`src/rtl/quant_block_scheduler.sv`:
```
// Round-robin scheduler streaming 8x8 DCT blocks from Y/Cb/Cr buffers into shared luma/chroma quantizer lanes.
// Build option: define QUANT_SCHED_ZIGZAG_EN to read coefficients in JPEG zigzag order instead of raster order.
module quant_block_scheduler #(
   parameter int unsigned DATA_WIDTH = 10,
   parameter int unsigned NUM_REQ    = 3
) (
   input  logic                  clk,
   input  logic                  rst,
   input  logic [NUM_REQ-1:0]    req,
   output logic [NUM_REQ-1:0]    done,
   output logic [NUM_REQ-1:0]    grant,
   output logic [5:0]            rd_addr,
   output logic                  rd_en,
   input  logic [DATA_WIDTH-1:0] rd_data,
   input  logic                  dst_ready,
   output logic                  q_en,
   output logic [5:0]            q_addr,
   output logic [DATA_WIDTH-1:0] q_data,
   output logic                  q_chroma,
   output logic                  busy
);

   localparam int unsigned IDX_W  = (NUM_REQ > 1) ? $clog2(NUM_REQ) : 1;
   localparam int unsigned ADDR_W = 6;

   typedef enum logic [1:0] {
      IDLE  = 2'd0,
      READ  = 2'd1,
      FLUSH = 2'd2
   } state_e;

`ifdef QUANT_SCHED_ZIGZAG_EN
   localparam logic [ADDR_W-1:0] ZIGZAG [64] = '{
       0,  1,  8, 16,  9,  2,  3, 10, 17, 24, 32, 25, 18, 11,  4,  5,
      12, 19, 26, 33, 40, 48, 41, 34, 27, 20, 13,  6,  7, 14, 21, 28,
      35, 42, 49, 56, 57, 50, 43, 36, 29, 22, 15, 23, 30, 37, 44, 51,
      58, 59, 52, 45, 38, 31, 39, 46, 53, 60, 61, 54, 47, 55, 62, 63
   };

   function automatic logic [ADDR_W-1:0] ordering(input logic [ADDR_W-1:0] cnt);
      return ZIGZAG[cnt];
   endfunction
`else
   function automatic logic [ADDR_W-1:0] ordering(input logic [ADDR_W-1:0] cnt);
      return cnt;
   endfunction
`endif

   state_e              state_q, state_d;
   logic [ADDR_W-1:0]   count_q, count_d;
   logic [IDX_W-1:0]    ptr_q, ptr_d;
   logic [IDX_W-1:0]    gidx_q, gidx_d;
   logic [NUM_REQ-1:0]  grant_q, grant_d;
   logic [NUM_REQ-1:0]  done_q, done_d;
   logic                busy_q, busy_d;
   logic                q_chroma_q, q_chroma_d;
   logic                rd_en_q, rd_en_d;
   logic [ADDR_W-1:0]   rd_addr_q, rd_addr_d;
   logic                q_en_q, q_en_d;
   logic [ADDR_W-1:0]   q_addr_q, q_addr_d;

   logic                arb_found;
   logic [IDX_W-1:0]    arb_idx;
   logic [IDX_W-1:0]    cand;

   // First requester at or after the round-robin pointer, cyclically.
   always_comb begin
      arb_found = 1'b0;
      arb_idx   = '0;
      cand      = '0;
      for (int unsigned i = 0; i < NUM_REQ; i++) begin
         cand = IDX_W'((32'(ptr_q) + i) % NUM_REQ);
         if (!arb_found && req[cand]) begin
            arb_found = 1'b1;
            arb_idx   = cand;
         end
      end
   end

   always_comb begin
      state_d    = state_q;
      count_d    = count_q;
      ptr_d      = ptr_q;
      gidx_d     = gidx_q;
      grant_d    = grant_q;
      done_d     = '0;
      busy_d     = busy_q;
      q_chroma_d = q_chroma_q;
      rd_en_d    = 1'b0;
      rd_addr_d  = '0;
      // Quantizer bus trails the buffer read strobe by one cycle.
      q_en_d     = rd_en_q;
      q_addr_d   = rd_addr_q;

      unique case (state_q)
         IDLE: begin
            if (arb_found && dst_ready) begin
               gidx_d     = arb_idx;
               grant_d    = NUM_REQ'(1) << arb_idx;
               busy_d     = 1'b1;
               q_chroma_d = (arb_idx != '0);
               count_d    = '0;
               state_d    = READ;
            end
         end
         READ: begin
            rd_en_d   = 1'b1;
            rd_addr_d = ordering(count_q);
            count_d   = count_q + ADDR_W'(1);
            if (count_q == ADDR_W'(63)) begin
               state_d = FLUSH;
            end
         end
         FLUSH: begin
            done_d  = grant_q;
            ptr_d   = (gidx_q == IDX_W'(NUM_REQ - 1)) ? '0 : gidx_q + IDX_W'(1);
            grant_d = '0;
            busy_d  = 1'b0;
            state_d = IDLE;
         end
         default: begin
            state_d = IDLE;
         end
      endcase
   end

   always_ff @(posedge clk) begin
      if (rst) begin
         state_q    <= IDLE;
         count_q    <= '0;
         ptr_q      <= '0;
         gidx_q     <= '0;
         grant_q    <= '0;
         done_q     <= '0;
         busy_q     <= 1'b0;
         q_chroma_q <= 1'b0;
         rd_en_q    <= 1'b0;
         rd_addr_q  <= '0;
         q_en_q     <= 1'b0;
         q_addr_q   <= '0;
      end else begin
         state_q    <= state_d;
         count_q    <= count_d;
         ptr_q      <= ptr_d;
         gidx_q     <= gidx_d;
         grant_q    <= grant_d;
         done_q     <= done_d;
         busy_q     <= busy_d;
         q_chroma_q <= q_chroma_d;
         rd_en_q    <= rd_en_d;
         rd_addr_q  <= rd_addr_d;
         q_en_q     <= q_en_d;
         q_addr_q   <= q_addr_d;
      end
   end

   assign grant    = grant_q;
   assign done     = done_q;
   assign busy     = busy_q;
   assign q_chroma = q_chroma_q;
   assign rd_en    = rd_en_q;
   assign rd_addr  = rd_addr_q;
   assign q_en     = q_en_q;
   assign q_addr   = q_addr_q;
   // Buffer data arrives aligned with the delayed strobe; zeroed when idle.
   assign q_data   = q_en_q ? rd_data : '0;

endmodule

```
`config.mk`:
```
export PLATFORM = sky130hd
export DESIGN_NAME = quant_block_scheduler
export DESIGN_NICKNAME = d
export VERILOG_FILES = /design/src/rtl/quant_block_scheduler.sv
export SDC_FILE = /design/constraint.sdc
export NUM_CORES = 1
export LEC_CHECK = 0
export ABC_AREA = 1
export BUFFER_PORTS_ARGS = -buffer_cell sky130_fd_sc_hd__buf_2
export CAP_MARGIN = 30
export CORE_UTILIZATION = 45
export DETAILED_ROUTE_END_ITERATION = 8
export PLACE_DENSITY = 0.71
export RECOVER_POWER = 100
export SLEW_MARGIN = 20
export SYNTH_ARGS = -nofsm -noshare
export SYNTH_HDL_FRONTEND = slang
export SYNTH_SLANG_ARGS = --single-unit
export TNS_END_PERCENT = 20
```
`constraint.sdc`:
```
create_clock -name clk -period 1.9 [get_ports clk]
set_input_delay 0.095 -clock clk [delete_from_list [all_inputs] [get_ports clk]]
set_output_delay 0.095 -clock clk [all_outputs]
set_load 0.02 [all_outputs]
```
; ---- Word level (Yosys, flattened, before mapping)
; Index checks and enable logic that the tools add are counted.
[totals]
reg_bits = 34
output_inout_bits = 32
[classes]
muxes = 24
reduce_logical = 15
order_cmp = 3
eq_ne = 6
bitwise_logic = 2
add_sub_neg = 4
div_mod_pow = 3
shifts = 1
[op_table]
columns = cell, n
row1 = 32-bit by 2-bit remainder unit with 32-bit output (second input constant), 2
row2 = 2-bit by 2-bit remainder unit with 32-bit output (second input constant), 1
row3 = 2-bit two-way mux, 6
row4 = 6-bit case mux with 2 select lines, 1
row5 = 10-bit two-way mux, 1
row6 = 2-bit by 3-bit less-than comparator with 1-bit output (second input constant), 3
row7 = 1-bit two-way mux, 8
row8 = 2-bit AND reduction, 4
row9 = 6-bit by 1-bit adder with 6-bit output (second input constant), 1
row10 = 1-bit binary-select mux with 2-bit select, 3
row11 = 6-bit equality test (second input constant), 1
row12 = 6-bit two-way mux, 1
row13 = 3-bit case mux with 2 select lines, 1
row14 = 2-bit nonzero test, 3
row15 = 2-bit equality test (second input constant), 2
row16 = 2-bit != test (second input constant), 2
row17 = 2-bit case mux with 2 select lines, 1
row18 = 2-bit OR reduction, 2
row19 = 2-bit by 1-bit adder with 3-bit output (second input constant), 1
row20 = 2-bit by 2-bit adder with 3-bit output (second input constant), 1
row21 = 1-bit logical AND, 3
row22 = 3-bit two-way mux, 1
row23 = 1-bit by 2-bit left shift with 3-bit output (first input constant), 1
row24 = 2-bit by 1-bit adder with 2-bit output (second input constant), 1
row25 = 5 further kinds, 7

; ---- Longest topological paths before layout
[depth]
ltp_word = 13
ltp_mapped = 14

; ---- Worst setup path after synthesis
; OpenSTA, ideal clock, no wires.
[synth_timing]
path_kind = register -> register
startpoint = register ptr_q[0]
endpoint = register grant_q[1] (netlist: grant[1])
t_required_ps = 1766
n_path_buf = 1
setup_ps = 134
setup_slack_ps = 273
path_stages_with_launch = 12
arrival_ps = 1493
period_less_slack_ps = 1627
path_cell_list = dfxtp_1 -> inv_1 -> ha_1 -> inv_2 -> nand2_1 -> nor2_1 -> a21oi_4 -> nand3_2 -> nand2_4 -> buf_8 -> nand3_1 -> a21oi_1
[synth_between]
elab_chain_len = 13
[synth_rtl]
columns = element, line_no
row1 = from (decl), 51  ; logic [IDX_W-1:0] ptr_q, ptr_d;
row2 = from (signal assigned), 144  ; ptr_q <= ptr_d;
row3 = branches (longest 13 deep; another with 32-bit by 2-bit remainder unit with 32-bit output), --
row4 = to (signal assigned), 146  ; grant_q <= grant_d;
row5 = to (decl), 53  ; logic [NUM_REQ-1:0] grant_q, grant_d;
; Parallel ways; which one is timed is not known. The select of a mux whose other input is x is not followed.
; A chain may end at the register's enable or synchronous reset.

; ---- Final worst setup path
[layout_timing]
startpoint = register ptr_q[0]
endpoint = register grant_q[2] (netlist: grant[2])
; Same word-level chain as after synthesis.

==> summary.txt <==
Outcome
  – Outcome: completed

STA
  – Period utilization: 90.4%
  – Final Hold Viols: 0
  – Worst slew pin tran: 0.454 ns
  – Final setup viols: 0
  – Skew final: 0.00692 ns
  – Slew margin rel.: 69.7%
  – Max-slew violations: 0
  – Maximum clock rate: 582 MHz
  – Fin crit period: 1.72 ns

Floorplanning
  – Core Footprint: 3130 sq um
  – Die H: 60.0 um
  – IO Pins: 48
  – DIE WIDTH: 60.0 um
  – Initial core utilization: 48.3%
  – Row count: 20
  – Die Footprint: 3590 sq um

GRT
  – Antenna violations before repair: 0
  – Largest net degree at the start of global routing: 21
  – Gr ovfl total: 0
  – Global-route usage over all layers: 17.8%
  – Vias in the first global route: 1127
  – First-pass GRT wire length: 4.67 mm

Hold path
  – Hold Path Class: in2reg

Clocking
  – Hold_buf cts: 0
  – Htree depth: 2
  – Cts bufs inserted: 5
  – Skew-Pair Late Insertion Delay: 0.33 ns
  – Clk slew on worst S/H paths: 0.10 ns
  – Root buffer cell: clkbuf_4
  – Post-CTS setup repair buffer count: 0
  – Clock Path Buffers: 2
  – CTS tree: yes
  – CTS sink count: 34

Detailed routing
  – DRC viols: 0
  – Via density: 4.52
  – DR pass1 iterations: 4
  – Detail Route Antenna Nets: 0
  – Wirelength per Cell: 9.65 um
  – Via count: 1362
  – DRT iter0 DRCs: 46
  – Final wirelength: 2.91 mm

Critical path
  – Setup slack, reg-to-reg: 0.18 ns
  – Crit path kind: reg2reg
  – CP Max Fanout: 13
  – CP Launch Type: register
  – CP Capture Type: register
  – WP data arrival: 1.92 ns
  – Worst Path Required: 2.10 ns

Cells and area
  – # nets final: 278
  – Diode count: 0
  – Area Growth Syn to Fin: 20.9%
  – Ratio of cells with drive above 1 in the final layout: 14.8%
  – Most frequent cells in the layout: 44 x inv_1, 42 x nand2_1, 33 x dfxtp_1
  – Final design utilization: 58.4%
  – Most common cell after layout, fill and taps aside: inv_1

Power
  – Pwr Density: 785 nW/um^2
  – Total power: 1.43 mW
  – Maximum vdd ir drop: 0.340 mV
  – Leakage: 0.814 nW

Job
  – Max cap viols: 0

Placed design
  – Post-DP HPWL: 2.09 mm
  – Final estimated routing congestion in global placement: 0.837
  – PortBufs: 47

Yosys
  – Syn_nets: 228
  – Synthesized netlist cell count: 207
  – Synth area leader: dfxtp_1
  – Share of the synthesized area in the top cell type: 45.0%
  – Synth warn: 0
  – Area contributors post-synth: dfxtp_1 45%, inv_1 11%, nand2_1 10%
  – Cell area after synthesis: 1510 sq um
  – Synthesis-stage register bit count: 34
  – Seq/Total Area, Yosys: 45.0%
  – Post-synthesis cell type count: 23
  – Syn avg cell area: 7.30 sq um
## report_power, final
group / internal (mW) / leakage (nW) / switching (mW)
clock: 0.306 / 0.0443 / 0.222
combinational: 0.0479 / 0.493 / 0.107
sequential: 0.734 / 0.276 / 0.0175
total: 1.09 / 0.814 / 0.346
## cell families (layout without fill, tap and decap cells)
family	count (synthesis)	in the layout	share of synthesized area, %
fa+ha+maj	5	5	4.14
compound gates	27	27	10.3
flops	34	34	45.0
simple gates	89	89	26.9
buf+inv	52	102	13.7
## critical path, cell delays in order, from the launching register on
cell and delay, ns:
dfxtp_1 0.38, inv_2 0.08, ha_4 0.29, inv_2 0.05, nand2_1 0.07, nand2_2 0.07
a21oi_4 0.14, nand3_2 0.11, nand2_4 0.16, inv_1 0.09, nand2_1 0.09, a21oi_1 0.07
## synth_stat cells (all sizes together)
library cell	n
a211oi	1
nand3	17
nor2	23
inv	48
nand2	44
dfxtp	34
buf	1
a21oi	16
a22oi	1
clkbuf	3
nor3b	1
ha	5
nand4	2
nor3	2
o21ai	9
## state kept, by name, indices dropped and copies added, names as in the netlist
signal    flops
busy          1
count_q       6
done          3
gidx_q        2
grant         3
ptr_q         2
q_addr        6
q_chroma      1
q_en          1
rd_addr       6
rd_en         1
state_q       2
## path summary, 6_finish.rpt
path	startpoint	to	cells after the start
worst min-delay path	rst	q_addr[1]	2
worst max register to register	ptr_q[0]	grant[2]	11
worst min register to register	rd_en	q_en	2
worst max-delay path	ptr_q[0]	grant[2]	11
## final cells by class
class,count,area [sq um]
Sequential cell,34,682
Tap cell,44,55.1
Inverter,48,180
Clock buffer,6,51.3
Clock inverter,1,30.0
Timing Repair Buffer,47,195
Fill cell,303,1300
Multi-Input combinational cell,121,634
## repair_timing
item | 4_1_cts | 5_1_grt
endpoints found under the setup margin | 0 | 9
endpoints found under the hold margin | 0 | 0
gates resized for setup | 0 | 4
## metrics by stage
| stage | hold WS, ns | instances | setup TNS, ns | cell area (sq um) | worst slack, ns |
|---|---|---|---|---|---|
| final | 0.154 | 301 | 0 | 1830 | 0.182 |
| after global routing | 0.159 | 301 | -0.00579 | 1830 | -0.00579 |
| after CTS | 0.149 | 301 | 0 | 1860 | 0.0276 |
| after detailed placement | 0.408 | 294 | 0 | 1780 | 0.0713 |
| after global placement | 0.404 | 294 | 0 | 1780 | 0.143 |
| after floorplan | 0.190 | 207 | 0 | 1510 | 0.273 |
## layer usage
| layer | share of wire, % | global-route usage, % |
|---|---|---|
| met1 | 49 | 22.5 |
| met2 | 42 | 27.3 |
| met3 | 8.0 | 6.06 |
| met4 | 1.7 | 8.31 |
| met5 | 0 | 0 |
Power figures use the tool's default switching activity.
